--- config.mk ---
export PLATFORM = sky130hd
export DESIGN_NAME = mc_switch_alloc_flat
export DESIGN_NICKNAME = d
export VERILOG_FILES = /design/src/rtl/mc_switch_alloc_if.sv /design/src/rtl/mc_switch_alloc.sv /design/src/flat_wrapper.sv
export SDC_FILE = /design/constraint.sdc
export NUM_CORES = 1
export LEC_CHECK = 0
export BUFFER_PORTS_ARGS = -buffer_cell sky130_fd_sc_hd__buf_2
export CAP_MARGIN = 20
export CORE_AREA = 5 5 195 197
export CTS_CLUSTER_SIZE = 14
export DETAILED_ROUTE_END_ITERATION = 7
export DIE_AREA = 0 0 200 202
export PLACE_DENSITY = 0.79
export SYNTH_ARGS = -nofsm -noshare
export SYNTH_HDL_FRONTEND = slang
export SYNTH_SLANG_ARGS = --single-unit
--- constraint.sdc ---
create_clock -name clk -period 6.1 [get_ports clk]
set_input_delay 0.915 -clock clk [delete_from_list [all_inputs] [get_ports clk]]
set_output_delay 0.915 -clock clk [all_outputs]
set_load 0.1 [all_outputs]
--- src/rtl/mc_switch_alloc_if.sv ---
// Handshake bundle for mc_switch_alloc: per-input head flits with destination masks, registered
// output flits with downstream full flags, and the optional statistics counters.
interface mc_switch_alloc_if #(
  parameter int unsigned NUM_PORTS = 5,
  parameter int unsigned DATASIZE  = 30,
  parameter int unsigned CNT_W     = 32
);
  logic [NUM_PORTS*DATASIZE-1:0]  in_data;
  logic [NUM_PORTS-1:0]           in_valid;
  logic [NUM_PORTS*NUM_PORTS-1:0] in_dest;
  logic [NUM_PORTS-1:0]           in_ready;
  logic [NUM_PORTS*DATASIZE-1:0]  out_data;
  logic [NUM_PORTS-1:0]           out_valid;
  logic [NUM_PORTS-1:0]           out_full_in;
  logic [CNT_W-1:0]               flit_cnt;
  logic [CNT_W-1:0]               drop_cnt;

  modport master (
    output in_data, in_valid, in_dest, out_full_in,
    input  in_ready, out_data, out_valid, flit_cnt, drop_cnt
  );

  modport slave (
    input  in_data, in_valid, in_dest, out_full_in,
    output in_ready, out_data, out_valid, flit_cnt, drop_cnt
  );
endinterface

--- src/rtl/mc_switch_alloc.sv ---
// Multicast-aware round-robin switch allocator and registered crossbar.
// Define MCSA_STATS_EN to build the saturating flit/drop statistics counters.
module mc_switch_alloc #(
  parameter int unsigned NUM_PORTS = 5,
  parameter int unsigned DATASIZE  = 30,
  parameter int unsigned CNT_W     = 32
) (
  input logic               clk,
  input logic               rst_n,
  mc_switch_alloc_if.slave  bus
);
  localparam int unsigned   PtrW    = (NUM_PORTS > 1) ? $clog2(NUM_PORTS) : 1;
  localparam logic [PtrW:0] NumP    = (PtrW+1)'(NUM_PORTS);
  localparam logic [PtrW-1:0] LastIdx = PtrW'(NUM_PORTS - 1);

  logic [NUM_PORTS-1:0]                active_q, active_d;
  logic [NUM_PORTS-1:0][NUM_PORTS-1:0] pending_q, pending_d, req, rem, gnt_to;
  logic [NUM_PORTS-1:0][PtrW-1:0]      ptr_q, ptr_d, win;
  logic [NUM_PORTS-1:0]                out_gnt;
  logic [NUM_PORTS-1:0][DATASIZE-1:0]  in_flit, out_data_q, out_data_d;
  logic [NUM_PORTS-1:0]                out_valid_q, out_valid_d;

  // Effective request: the residual of a partly delivered multicast, else the fresh mask.
  always_comb begin
    for (int i = 0; i < NUM_PORTS; i++) begin
      in_flit[i] = bus.in_data[i*DATASIZE +: DATASIZE];
      if (!bus.in_valid[i])  req[i] = '0;
      else if (active_q[i])  req[i] = pending_q[i];
      else                   req[i] = bus.in_dest[i*NUM_PORTS +: NUM_PORTS];
    end
  end

  always_comb begin
    logic [PtrW:0]   sum;
    logic [PtrW-1:0] sel;
    sum     = '0;
    sel     = '0;
    out_gnt = '0;
    win     = '0;
    gnt_to  = '0;
    for (int o = 0; o < NUM_PORTS; o++) begin
      for (int k = 0; k < NUM_PORTS; k++) begin
        sum = {1'b0, ptr_q[o]} + (PtrW+1)'(k);
        if (sum >= NumP) sum = sum - NumP;
        sel = sum[PtrW-1:0];
        if (!out_gnt[o] && !bus.out_full_in[o] && req[sel][o]) begin
          out_gnt[o]     = 1'b1;
          win[o]         = sel;
          gnt_to[sel][o] = 1'b1;
        end
      end
    end
  end

  always_comb begin
    for (int i = 0; i < NUM_PORTS; i++) begin
      rem[i]          = req[i] & ~gnt_to[i];
      // rst_n is active-high: no pops while reset is asserted.
      bus.in_ready[i] = !rst_n && bus.in_valid[i] && (rem[i] == '0);
      active_d[i]     = bus.in_valid[i] && (rem[i] != '0);
      pending_d[i]    = active_d[i] ? rem[i] : '0;
    end
    for (int o = 0; o < NUM_PORTS; o++) begin
      out_valid_d[o] = out_gnt[o];
      out_data_d[o]  = out_gnt[o] ? in_flit[win[o]] : out_data_q[o];
      if (!out_gnt[o])              ptr_d[o] = ptr_q[o];
      else if (win[o] == LastIdx)   ptr_d[o] = '0;
      else                          ptr_d[o] = win[o] + 1'b1;
      bus.out_data[o*DATASIZE +: DATASIZE] = out_data_q[o];
    end
    bus.out_valid = out_valid_q;
  end

  always_ff @(posedge clk) begin
    if (rst_n) begin
      active_q    <= '0;
      pending_q   <= '0;
      ptr_q       <= '0;
      out_valid_q <= '0;
      out_data_q  <= '0;
    end else begin
      active_q    <= active_d;
      pending_q   <= pending_d;
      ptr_q       <= ptr_d;
      out_valid_q <= out_valid_d;
      out_data_q  <= out_data_d;
    end
  end

`ifdef MCSA_STATS_EN
  logic [CNT_W-1:0] flit_cnt_q, drop_cnt_q;
  logic [PtrW:0]    flit_add, drop_add;
  logic [CNT_W:0]   flit_sum, drop_sum;

  always_comb begin
    flit_add = '0;
    drop_add = '0;
    for (int i = 0; i < NUM_PORTS; i++) begin
      flit_add = flit_add + (PtrW+1)'(out_valid_d[i]);
      drop_add = drop_add + (PtrW+1)'(bus.in_valid[i] && !active_q[i] &&
                                      (bus.in_dest[i*NUM_PORTS +: NUM_PORTS] == '0));
    end
    flit_sum = {1'b0, flit_cnt_q} + (CNT_W+1)'(flit_add);
    drop_sum = {1'b0, drop_cnt_q} + (CNT_W+1)'(drop_add);
  end

  always_ff @(posedge clk) begin
    if (rst_n) begin
      flit_cnt_q <= '0;
      drop_cnt_q <= '0;
    end else begin
      flit_cnt_q <= flit_sum[CNT_W] ? '1 : flit_sum[CNT_W-1:0];
      drop_cnt_q <= drop_sum[CNT_W] ? '1 : drop_sum[CNT_W-1:0];
    end
  end

  assign bus.flit_cnt = flit_cnt_q;
  assign bus.drop_cnt = drop_cnt_q;
`else
  assign bus.flit_cnt = '0;
  assign bus.drop_cnt = '0;
`endif
endmodule
--- src/flat_wrapper.sv ---
// flat-port wrapper written by rule: the top's interface ports become plain ports
module mc_switch_alloc_flat 
#(
  parameter int unsigned NUM_PORTS = 5,
  parameter int unsigned DATASIZE  = 30,
  parameter int unsigned CNT_W     = 32
)
  (clk, rst_n, bus_in_data, bus_in_valid, bus_in_dest, bus_out_full_in, bus_in_ready, bus_out_data, bus_out_valid, bus_flit_cnt, bus_drop_cnt);
  mc_switch_alloc_if #(.NUM_PORTS(NUM_PORTS), .DATASIZE(DATASIZE), .CNT_W(CNT_W)) bus_i ();
  input logic clk;
  input logic rst_n;
  input wire logic [$bits(bus_i.in_data)-1:0] bus_in_data;
  input wire logic [$bits(bus_i.in_valid)-1:0] bus_in_valid;
  input wire logic [$bits(bus_i.in_dest)-1:0] bus_in_dest;
  input wire logic [$bits(bus_i.out_full_in)-1:0] bus_out_full_in;
  output wire logic [$bits(bus_i.in_ready)-1:0] bus_in_ready;
  output wire logic [$bits(bus_i.out_data)-1:0] bus_out_data;
  output wire logic [$bits(bus_i.out_valid)-1:0] bus_out_valid;
  output wire logic [$bits(bus_i.flit_cnt)-1:0] bus_flit_cnt;
  output wire logic [$bits(bus_i.drop_cnt)-1:0] bus_drop_cnt;
  assign bus_i.in_data = bus_in_data;
  assign bus_i.in_valid = bus_in_valid;
  assign bus_i.in_dest = bus_in_dest;
  assign bus_i.out_full_in = bus_out_full_in;
  assign bus_in_ready = bus_i.in_ready;
  assign bus_out_data = bus_i.out_data;
  assign bus_out_valid = bus_i.out_valid;
  assign bus_flit_cnt = bus_i.flit_cnt;
  assign bus_drop_cnt = bus_i.drop_cnt;
  mc_switch_alloc #(.NUM_PORTS(NUM_PORTS), .DATASIZE(DATASIZE), .CNT_W(CNT_W)) u_core (.clk(clk), .rst_n(rst_n), .bus(bus_i));
endmodule
==> results_dict.tcl <==
set metrics [dict create \
    outcome "finished with violations" \
    violations "design-rule violations" \
    synth_area_um2 19500 \
    crit_required_ns 5.18 \
    chipWidth_um 200 \
    cp.arrival_ns 4.92 \
    hpwl_um 55400 \
    dp_cells 3061 \
    insertion_delay_ns 0.47 \
    final_nets 2859 \
    fin_skew_ns 0.0141 \
    postRouteAntennaNets 0 \
    core_area_um2 36100 \
    drive_above_1_share 0.216 \
    hp-class "flop to flop" \
    grt_pass1_wl_um 120000 \
    synth_ff_type "dfxtp_1" \
    end_kind "output port" \
    grt_max_degree 64 \
    post-route-period-util 0.957 \
    ctsHtreeMaxLevel 4 \
    pin_count 411 \
    start_util 0.540 \
    synth-edff-count 0 \
    synthCells 2369 \
    ys_ff_latch 200 \
    grt_usage 0.370 \
    area_growth_pct 12.9 \
    cp_max_fo 11 \
    detail_route.iter0.violations 2930 \
    vias 21800 \
    synth_area_per_cell_um2 8.23 \
    synthTopCellsByArea "dfxtp_1, mux2i_1, a211oi_1" \
    pre_cts_ws_ns 0.315 \
    wl_per_cell_um 25.5 \
    setup.worst_path.class "flop to output port" \
    synth.distinct_cells 114 \
    port_buffers 346 \
    worst_slack_ns 0.263 \
    final_cell_area_um2 22000 \
    seq_area_frac_synth 0.205 \
    synth_top_area_cell "dfxtp_1" \
    cts_root_buf "clkbuf_16" \
    antenna_found_initial 8 \
    worst_pin_slew_ns 1.02 \
    top_layer_used "met5" \
    setup_viol 0 \
    die-area_um2 40400 \
    placed_area_um2 21300 \
    period_needed_ns 5.84 \
    finalNonFillerCells 3102 \
    vias_per_cell 7.02 \
    whs_ns 0.484 \
    synth_warnings 0 \
    synth_top_area_frac 0.205 \
    cap_violations 0 \
    synthArstFlopShare 0 \
    path_clk_slew_ns 0.08 \
    num_rows 70 \
    critPathLaunchType "flop" \
    slew_headroom 0.318 \
    rsz0062_at_grt "false" \
    drtPass1Iterations 8 \
    dr_wl_met2_um 35700 \
    gp_congestion 0.984 \
    wl_um 79100 \
    cts_buffer_depth 2 \
    met1_length_um 29000 \
    die_h_um 202 \
    hold_viol 0 \
    gr-total-overflow 0 \
    grt_pass1_vias 21300 \
    numCtsBuffers 17 \
    wl_met3_um 9600 \
    cts_tree "yes" \
    clock_sinks 200 \
    drc 1 \
    max_freq_mhz 171 \
    slew_viol_final 0 \
]
[layer usage]
metal / global-route usage / vias up
met5: 0 / -
met4: 0.187 / 10
met3: 0.105 / 405
met2: 0.588 / 1617
met1: 0.456 / 10300
li1: - / 9499
[path summary, 6_finish.rpt]
kind	startpoint	to	slack, ns	cells past startpoint
setup / recovery	u_core.ptr_q[0]	bus_in_ready[1]	0.26	15
setup reg to reg	u_core.ptr_q[1]	u_core.bus.out_data[11]	0.92	17
hold reg to reg	u_core.bus.out_data[8]	u_core.bus.out_data[8]	0.48	2
hold / removal	u_core.bus.out_data[8]	u_core.bus.out_data[8]	0.48	2
[registers in the layout (all words and copies together) (netlist names)]
register              flops
u_core.bus.out_valid      5
u_core.pending_q         25
u_core.active_q           5
u_core.ptr_q             15
u_core.bus.out_data     150
[timing repair]
action	in CTS	in global routing
hold buffers	0	0
endpoints found under the hold margin	0	0
endpoints found under the setup margin	3	5
gates resized for setup	1	25
setup buffers	2	1
pin swaps	0	1
[worst max-delay path, cell delays in order (launching register included)]
cell and delay [ns]:
dfxtp_1 0.32, inv_2 0.22, ha_1 0.23, inv_1 0.06
fa_1 0.50, or3_1 0.39, and2_1 0.24, a41oi_1 0.39
a2111oi_4 0.13, nor4_4 0.45, and2_1 0.36, nand4_1 0.13
nand3b_1 0.18, nand3_1 0.15, nor4_2 0.47, buf_12 0.23
[kinds of logic after synthesis]
family / share of synthesized area
xor+xnor: 0.0112
fa+ha+maj: 0.0385
mux: 0.204
compound gates: 0.279
simple gates: 0.176
flops: 0.205
buf+inv: 0.0857
other cells: 0.000192
[placed cells by master, fill, tap and decap left out, types with 64 or more instances in the layout]
cell | synthesis | routed
a211oi_1 | 110 | 107
a21oi_1 | 77 | 75
buf_2 | 40 | 341
conb_1 | 1 | 64
dfxtp_1 | 200 | 195
mux2i_1 | 284 | 281
nand2_1 | 164 | 164
nor2_1 | 150 | 149
nor3_1 | 105 | 100
o21ai_0 | 101 | 101
[metrics by stage]
step / util / TNS (ns)
2_1_floorplan: - / -0.195
3_3_place_gp: 0.591 / 0
3_5_place_dp: 0.591 / 0
4_1_cts: 0.607 / 0
5_1_grt: 0.610 / 0
6_report: 0.610 / 0
[final cells by class]
type / count / area, µm²
Clock buffer: 19 / 433
Clock inverter: 12 / 143
Fill cell: 3209 / 14100
Antenna cell: 7 / 17.5
Multi-Input combinational cell: 1925 / 14200
Timing Repair Buffer: 408 / 2350
Sequential cell: 200 / 4010
Tap cell: 468 / 586
Inverter: 63 / 239
[cells in the mapped netlist, types with 22 or more instances]
| cell | count |
|---|---|
| a211oi_1 | 110 |
| a21oi_1 | 77 |
| a221oi_1 | 41 |
| a222oi_1 | 31 |
| a311oi_1 | 39 |
| and2_1 | 32 |
| buf_2 | 40 |
| buf_4 | 71 |
| clkbuf_1 | 104 |
| dfxtp_1 | 200 |
| ha_1 | 52 |
| inv_1 | 52 |
| mux2_1 | 38 |
| mux2_4 | 26 |
| mux2i_1 | 284 |
| nand2_1 | 164 |
| nand2b_1 | 28 |
| nand3_1 | 34 |
| nor2_1 | 150 |
| nor3_1 | 105 |
| o211ai_1 | 28 |
| o21ai_0 | 101 |
| o21ai_1 | 67 |
| o221a_1 | 29 |
| o22ai_1 | 40 |
| xnor2_1 | 22 |
Power is not shown: default switching activity piles up to over one toggle a cycle in this logic, so the estimate is an artifact.
